$ cat src/rtl/edge_event_arbiter.sv
// edge_event_arbiter: synchronizes NCH asynchronous lines and detects qualified
// rising/falling edges. It keeps one pending event per channel and serves the
// pending events round-robin over a single valid/ready port. Per-channel sticky
// overflow flags record any edge that was lost.
module edge_event_arbiter #(
  parameter  int NCH         = 4,
  parameter  int SYNC_STAGES = 2,
  localparam int CW          = $clog2(NCH)
) (
  input  logic           clk,
  input  logic           rst,
  input  logic [NCH-1:0] sig_in,
  input  logic [NCH-1:0] rise_en,
  input  logic [NCH-1:0] fall_en,
  output logic           evt_valid,
  input  logic           evt_ready,
  output logic [CW-1:0]  evt_ch,
  output logic           evt_is_rise,
  output logic [NCH-1:0] pending,
  output logic [NCH-1:0] overflow,
  input  logic [NCH-1:0] ovf_clr
);

  typedef enum logic {IDLE = 1'b0, OFFER = 1'b1} state_t;

  logic [NCH-1:0] sync_q [SYNC_STAGES];
  logic [NCH-1:0] prv_q;
  logic [NCH-1:0] pend_q, pend_d;
  logic [NCH-1:0] type_q, type_d;
  logic [NCH-1:0] ovf_q, ovf_d, ovf_set;
  logic [NCH-1:0] s_sync, rise, fall, edge_hit, clr_vec;

  state_t         state_q, state_d;
  logic           evt_valid_q, evt_valid_d;
  logic [CW-1:0]  evt_ch_q, evt_ch_d;
  logic           evt_is_rise_q, evt_is_rise_d;
  logic [CW-1:0]  ptr_q, ptr_d;
  logic           hs;
  logic           found;
  logic [CW-1:0]  sel;

  assign s_sync = sync_q[SYNC_STAGES-1];
  assign rise   = s_sync & ~prv_q & rise_en;
  assign fall   = ~s_sync & prv_q & fall_en;
  assign hs     = evt_valid_q & evt_ready;

  // Synchronizer chain plus previous-value register used for edge detection
  always_ff @(posedge clk or negedge rst) begin
    if (!rst) begin
      for (int s = 0; s < SYNC_STAGES; s++) sync_q[s] <= '0;
      prv_q <= '0;
    end else begin
      sync_q[0] <= sig_in;
      for (int s = 1; s < SYNC_STAGES; s++) sync_q[s] <= sync_q[s-1];
      prv_q <= s_sync;
    end
  end

  // Per-channel capture: a handshake clearing the slot this cycle frees it for
  // a new edge, otherwise the first stored event wins and the newcomer is lost.
  for (genvar gi = 0; gi < NCH; gi++) begin : g_ch
    assign edge_hit[gi] = rise[gi] | fall[gi];
    assign clr_vec[gi]  = hs & (evt_ch_q == CW'(gi));
    assign pend_d[gi]   = edge_hit[gi] | (pend_q[gi] & ~clr_vec[gi]);
    assign type_d[gi]   = (edge_hit[gi] & (~pend_q[gi] | clr_vec[gi])) ? rise[gi] : type_q[gi];
    assign ovf_set[gi]  = edge_hit[gi] & pend_q[gi] & ~clr_vec[gi];
  end

  // Set has priority over clear so a lost edge is never hidden by software
  assign ovf_d = (ovf_q & ~ovf_clr) | ovf_set;

  // Round-robin search: lowest offset from ptr wins, so scan offsets downward
  always_comb begin
    found = 1'b0;
    sel   = '0;
    for (int j = NCH - 1; j >= 0; j--) begin
      if (pend_q[(int'(ptr_q) + j) % NCH]) begin
        found = 1'b1;
        sel   = CW'((int'(ptr_q) + j) % NCH);
      end
    end
  end

  // Arbiter FSM next-state and registered offer fields
  always_comb begin
    state_d       = state_q;
    evt_valid_d   = evt_valid_q;
    evt_ch_d      = evt_ch_q;
    evt_is_rise_d = evt_is_rise_q;
    ptr_d         = ptr_q;
    case (state_q)
      IDLE: begin
        evt_valid_d = 1'b0;
        if (found) begin
          state_d       = OFFER;
          evt_valid_d   = 1'b1;
          evt_ch_d      = sel;
          evt_is_rise_d = type_q[sel];
        end
      end
      OFFER: begin
        if (hs) begin
          state_d     = IDLE;
          evt_valid_d = 1'b0;
          ptr_d       = (evt_ch_q == CW'(NCH - 1)) ? '0 : evt_ch_q + 1'b1;
        end
      end
      default: begin
        state_d     = IDLE;
        evt_valid_d = 1'b0;
      end
    endcase
  end

  // State, pending/overflow and offer registers
  always_ff @(posedge clk or negedge rst) begin
    if (!rst) begin
      state_q       <= IDLE;
      evt_valid_q   <= 1'b0;
      evt_ch_q      <= '0;
      evt_is_rise_q <= 1'b0;
      ptr_q         <= '0;
      pend_q        <= '0;
      type_q        <= '0;
      ovf_q         <= '0;
    end else begin
      state_q       <= state_d;
      evt_valid_q   <= evt_valid_d;
      evt_ch_q      <= evt_ch_d;
      evt_is_rise_q <= evt_is_rise_d;
      ptr_q         <= ptr_d;
      pend_q        <= pend_d;
      type_q        <= type_d;
      ovf_q         <= ovf_d;
    end
  end

  assign evt_valid   = evt_valid_q;
  assign evt_ch      = evt_ch_q;
  assign evt_is_rise = evt_is_rise_q;
  assign pending     = pend_q;
  assign overflow    = ovf_q;

endmodule

$ cat config.mk
export PLATFORM = sky130hd
export DESIGN_NAME = edge_event_arbiter
export DESIGN_NICKNAME = d
export VERILOG_FILES = /design/src/rtl/edge_event_arbiter.sv
export SDC_FILE = /design/constraint.sdc
export NUM_CORES = 1
export LEC_CHECK = 0
export CORE_MARGIN = 2
export CORE_UTILIZATION = 45
export DETAILED_ROUTE_END_ITERATION = 6
export PLACE_DENSITY_LB_ADDON = 0.25
export REMOVE_ABC_BUFFERS = 1
export SLEW_MARGIN = 30
export SYNTH_ARGS = -nofsm -noshare
export SYNTH_HDL_FRONTEND = slang
export SYNTH_SLANG_ARGS = --single-unit
$ cat constraint.sdc
create_clock -name clk -period 3.75 [get_ports clk]
set_input_delay 0.75 -clock clk [delete_from_list [all_inputs] [get_ports clk]]
set_output_delay 0.75 -clock clk [all_outputs]
set_load 0.02 [all_outputs]
Word level (Yosys, flattened, before mapping)
Cells that the tools add are included.

storage, ports and cells
  register bits after elaboration = 31
  bits of input ports = 19
  output and inout bits = 12
  logic and storage cells = 114

cells by class
  $add $sub $neg = 4
  $lt $le $gt $ge = 5
  eq/ne operators = 4
  multiplexer cells = 27
  bitwise gates (word level) = 54
  reductions and logical operators = 6

operators by type and width
  operator                                             number
  bitwise AND 1 bit                                    21
  bitwise AND 4 bit                                    5
  2-to-1 mux 1 bit                                     15
  < comparator 3 x 4 -> 1 bit (second input constant)  3
  inverter 4 bit                                       3
  OR 1 bit                                             12
  binary-select mux 1 bit (select 2 bit)               5
  2-to-1 mux 2 bit                                     5
  inverter 1 bit                                       9
  < comparator 2 x 3 -> 1 bit (second input constant)  2
  OR reduction 2 bit                                   3
  adder 2 x 1 -> 2 bit (second input constant)         2
  adder 2 bit (second input constant)                  2
  == test 2 bit (second input constant)                2
  OR 4 bit                                             1
  case mux 1 bit (2 select lines)                      2
  AND reduction 2 bit                                  2
  bitwise AND 1 bit (first input constant)             3
  == test 2 x 1 -> 1 bit (second input constant)       1
  zero test 2 bit                                      1
  != test 2 x 1 -> 1 bit (second input constant)       1

Depth between registers and ports, before layout
  word-level depth = 12
  depth in mapped cells = 7
  gate-level depth less buffers = 7

Least setup slack after synthesis
OpenSTA, ideal clock, no wires.

  kind = register -> register
  start point = register pend_q[0], in the netlist pending[0]
  end point = register evt_is_rise_q, in the netlist evt_is_rise
  setup time = 0.132 ns
  arrival time = 1.269 ns
  data required time = 3.618 ns
  setup slack = 2.350 ns
  stages on the path, launching flop included = 6
  buffers on the path = 0
  clock period less this slack = 1.400 ns
  cells stage by stage = dfrtp_1 > a21oi_1 > o21a_1 > o22ai_1 > nor4bb_1 > a211oi_1

on the way
  word-level cells in the longest chain between the ends = 9
  elaborated cells between the ends (all ways) = 22
  classes of those cells = 21 x mux; 1 x reduce/logical

RTL lines
  what                                                 RTL line  RTL
  start, declared                                      28        logic [NCH-1:0] pend_q, pend_d;
  start signal, assigned                               132       pend_q <= pend_d;
  binary-select mux 1 bit (select 2 bit)               77        if (pend_q[(int'(ptr_q) + j) % NCH]) begin
  2-to-1 mux 1 bit (implied by the code) (2 in a row)  77
  2-to-1 mux 2 bit (4 in a row)                        77
  binary-select mux 1 bit (select 2 bit)               98        evt_is_rise_d = type_q[sel];
  2-to-1 mux 1 bit (implied by the code)               98
  end signal, assigned                                 130       evt_is_rise_q <= evt_is_rise_d;
  end, declared                                        36        logic evt_is_rise_q, evt_is_rise_d;

Parallel ways exist; a longest one is shown, timed or not. The select of a mux whose other input is x is not followed.
A chain may end at the register's enable or synchronous reset.

Worst setup path in the final report
  start point = register pend_q[0], in the netlist pending[0]
  end point = output port pending[0]

RTL lines
  what           RTL line  RTL
  end, declared  19        output logic [NCH-1:0] pending,

No word-level cell between the ends.

==> results.json <==
{
  "cp_slowest_stage_delay_ps": 640,
  "detailedPlace.worstSlack_ps": 1770,
  "num_antenna_cells": 0,
  "drt_antenna_net_count": 0,
  "cp_data_arrival_time_ps": 1430,
  "highest_count_cells_in_the_layout_ignoring_fill_and_taps": "sky130_fd_sc_hd__dfrtp_1, sky130_fd_sc_hd__clkdlybuf4s50_1, sky130_fd_sc_hd__nand2_1",
  "crit_path_end_kind": "output pin",
  "via_count_of_the_first_global_routing_pass": 1033,
  "top_area_cells_in_the_synthesized_netlist": "sky130_fd_sc_hd__dfrtp_1, sky130_fd_sc_hd__nand2_1, sky130_fd_sc_hd__ha_1",
  "tritoncts_sink_count": 31,
  "placeableCoreArea_um2": 2730,
  "detail_route.iter0.violations": 29,
  "num_io_pins": 31,
  "route.detailed.drc": 0,
  "grt_first_pass_wirelength_mm": 4.44,
  "cts.hold.buffers_added": 0,
  "netlist.top_cell.by_area": "sky130_fd_sc_hd__dfrtp_1",
  "wl_per_cell_um": 13.2,
  "netlist-cell-type-count": 29,
  "clk_latency_ps": 330,
  "synth_area_per_cell_um2": 10.7,
  "timing.critical_path.slowest_stage_cell": "sky130_fd_sc_hd__clkdlybuf4s50_1",
  "cts.htree.levels": 2,
  "timing.slew.headroom": 0.739,
  "timing.fmax_mhz": 458,
  "port_buffers": 30,
  "worst_ep_required_time_ps": 3000,
  "cpLargestDelayFamily": "buffers and inverters",
  "final-setup-viol-count": 0,
  "dp_hpwl_mm": 1.80,
  "yosysWarningCount": 0,
  "cts_tree": "yes",
  "postSynthRegisterBits": 31,
  "grt_use_total": 0.178,
  "viasPerCell": 5.35,
  "rsz0062_at_grt": "no",
  "post-route-period-util": 0.582,
  "drive_above_1_share": 0.0818,
  "core.rowCount": 19,
  "cts.clk_slew.worst_paths_ps": 90,
  "count_of_endpoints_failing_hold_in_the_final_timing_report": 0,
  "clock-skew-final_ps": 1.90,
  "vdd.ir_drop.worst_uv": 416,
  "place.gp.congestion": 0.792,
  "outcome": "finished, final reports clean",
  "setup.worst_path.start_class": "flip-flop",
  "vias": 1016,
  "cts_resized": 0,
  "criticalPathCategory": "flip-flop to output pin",
  "final.hold.worst_slack_ps": 358,
  "timing.max_cap.violations": 0,
  "fp.dieArea_um2": 3310,
  "pin_count_of_the_biggest_net_entering_global_routing": 32,
  "yosysTopAreaCellShare": 0.601,
  "timing.setup.tns_ps": 0,
  "antenna_violations_before_repair": 0,
  "leakagePower_nw": 0.781,
  "dr.pass1.iters": 4,
  "cellPowerDensity_nw_per_um2": 574,
  "setup_ws_ps": 1570,
  "syn_area_um2": 1290,
  "grt_overflow": 0,
  "die_height_um": 57.6,
  "postCtsSetupBuffers": 0,
  "flow.area_growth_from_synthesis_pct": 31.6,
  "synth_sequential_area_ratio": 0.601,
  "die_span_in_x_um": 57.6,
  "critical_path_peak_fanout": 7,
  "hp-class": "flip-flop to flip-flop",
  "wl_mm": 2.50,
  "initial_utilization": 0.472,
  "finalMaxSlewViolations": 0,
  "syn_inst": 121,
  "path_buf_inv": 1,
  "clock_tree.root_cell": "sky130_fd_sc_hd__clkbuf_4",
  "worstMarginPinSlew_ps": 392,
  "layoutNonFillerInstCount": 190,
  "cts-root-to-sink-buffers": 2,
  "cell_breakdown_of_the_critical_path": "clkdlybuf4s50_1",
  "clock_buffer_count_from_cts": 5,
  "mostFrequentLayoutCell": "sky130_fd_sc_hd__dfrtp_1",
  "finish.net_count": 181,
  "layout_min_cycle_time_ps": 2180,
  "placed_cells_incl_taps": 182
}
area by class of cell:
class	instances	area (um^2)
clock buffer	8	68.8
sequential	31	776
multi-input combinational	77	463
timing repair buffer	31	308
fill	227	1030
inverter	12	45.0
tap	31	38.8
Yosys cell counts, drive strengths merged:
library cell	count
mux2i	1
nand3	9
ha	4
a31o	1
a21o	2
nor2	6
a21oi	5
dfrtp	31
nand2	18
a31oi	7
nand3b	1
nor2b	2
o31ai	1
a21boi	1
buf	1
o22ai	5
inv	12
nor4	1
o21a	1
nand2b	1
a211oi	1
nand4	1
nor4bb	1
o21ai	5
or2	1
mux2	2
sequential cells by signal, indices dropped and copies added, names as in the netlist:
| name | count |
|---|---|
| evt_valid | 1 |
| ptr_q | 2 |
| sync_q | 4 |
| evt_is_rise | 1 |
| prv_q | 4 |
| s_sync | 4 |
| pending | 4 |
| type_q | 4 |
| evt_ch | 2 |
| state_q | 1 |
| overflow | 4 |
per-stage QoR:
| step | total power [mW] | util | area (um^2) |
|---|---|---|---|
| 2_1_floorplan | 0.626 | - | 1280 |
| 3_3_place_gp | 0.749 | 0.596 | 1630 |
| 3_5_place_dp | 0.764 | 0.596 | 1630 |
| 4_1_cts | 0.985 | 0.622 | 1700 |
| 5_1_grt | 1.04 | 0.622 | 1700 |
| 6_report | 0.975 | 0.622 | 1700 |
path summary, 6_finish.rpt:
check                                startpoint                       to  slack, ps  depth (start not counted)
max                        pending[0]$_DFF_PN0_               pending[0]       1570                          1
min                         sync_q[4]$_DFF_PN0_      s_sync[0]$_DFF_PN0_        360                          0
max reg2reg                pending[1]$_DFF_PN0_  evt_is_rise$_DFFE_PN0P_       2160                          4
min reg2reg                 sync_q[4]$_DFF_PN0_      s_sync[0]$_DFF_PN0_        360                          0
max in group asynchronous                   rst    type_q[0]$_DFFE_PN0P_       2660                          2
min in group asynchronous                   rst    evt_valid$_DFFE_PN0P_        800                          2
power breakdown:
group | total, mW | internal, mW | switching, mW | leakage [nW]
Combinational | 0.307 | 0.154 | 0.153 | 0.393
Sequential | 0.449 | 0.388 | 0.0615 | 0.350
Clock | 0.219 | 0.110 | 0.108 | 0.0386
Total | 0.975 | 0.652 | 0.323 | 0.781
cells by family after synthesis:
family          Yosys count  synth area share
simple gates             41             0.153
flops                    31             0.601
compound gates           29             0.139
buf+inv                  13            0.0407
fa+ha+maj                 4            0.0388
mux                       3            0.0281
routing by layer:
metal	GRT usage	routed length [um]	up-vias
met5	0	0	-
met4	0.0698	44	0
met3	0.0703	138	6
met2	0.281	1170	25
met1	0.221	1150	490
li1	-	-	495
(Power assumes the default switching activity.)
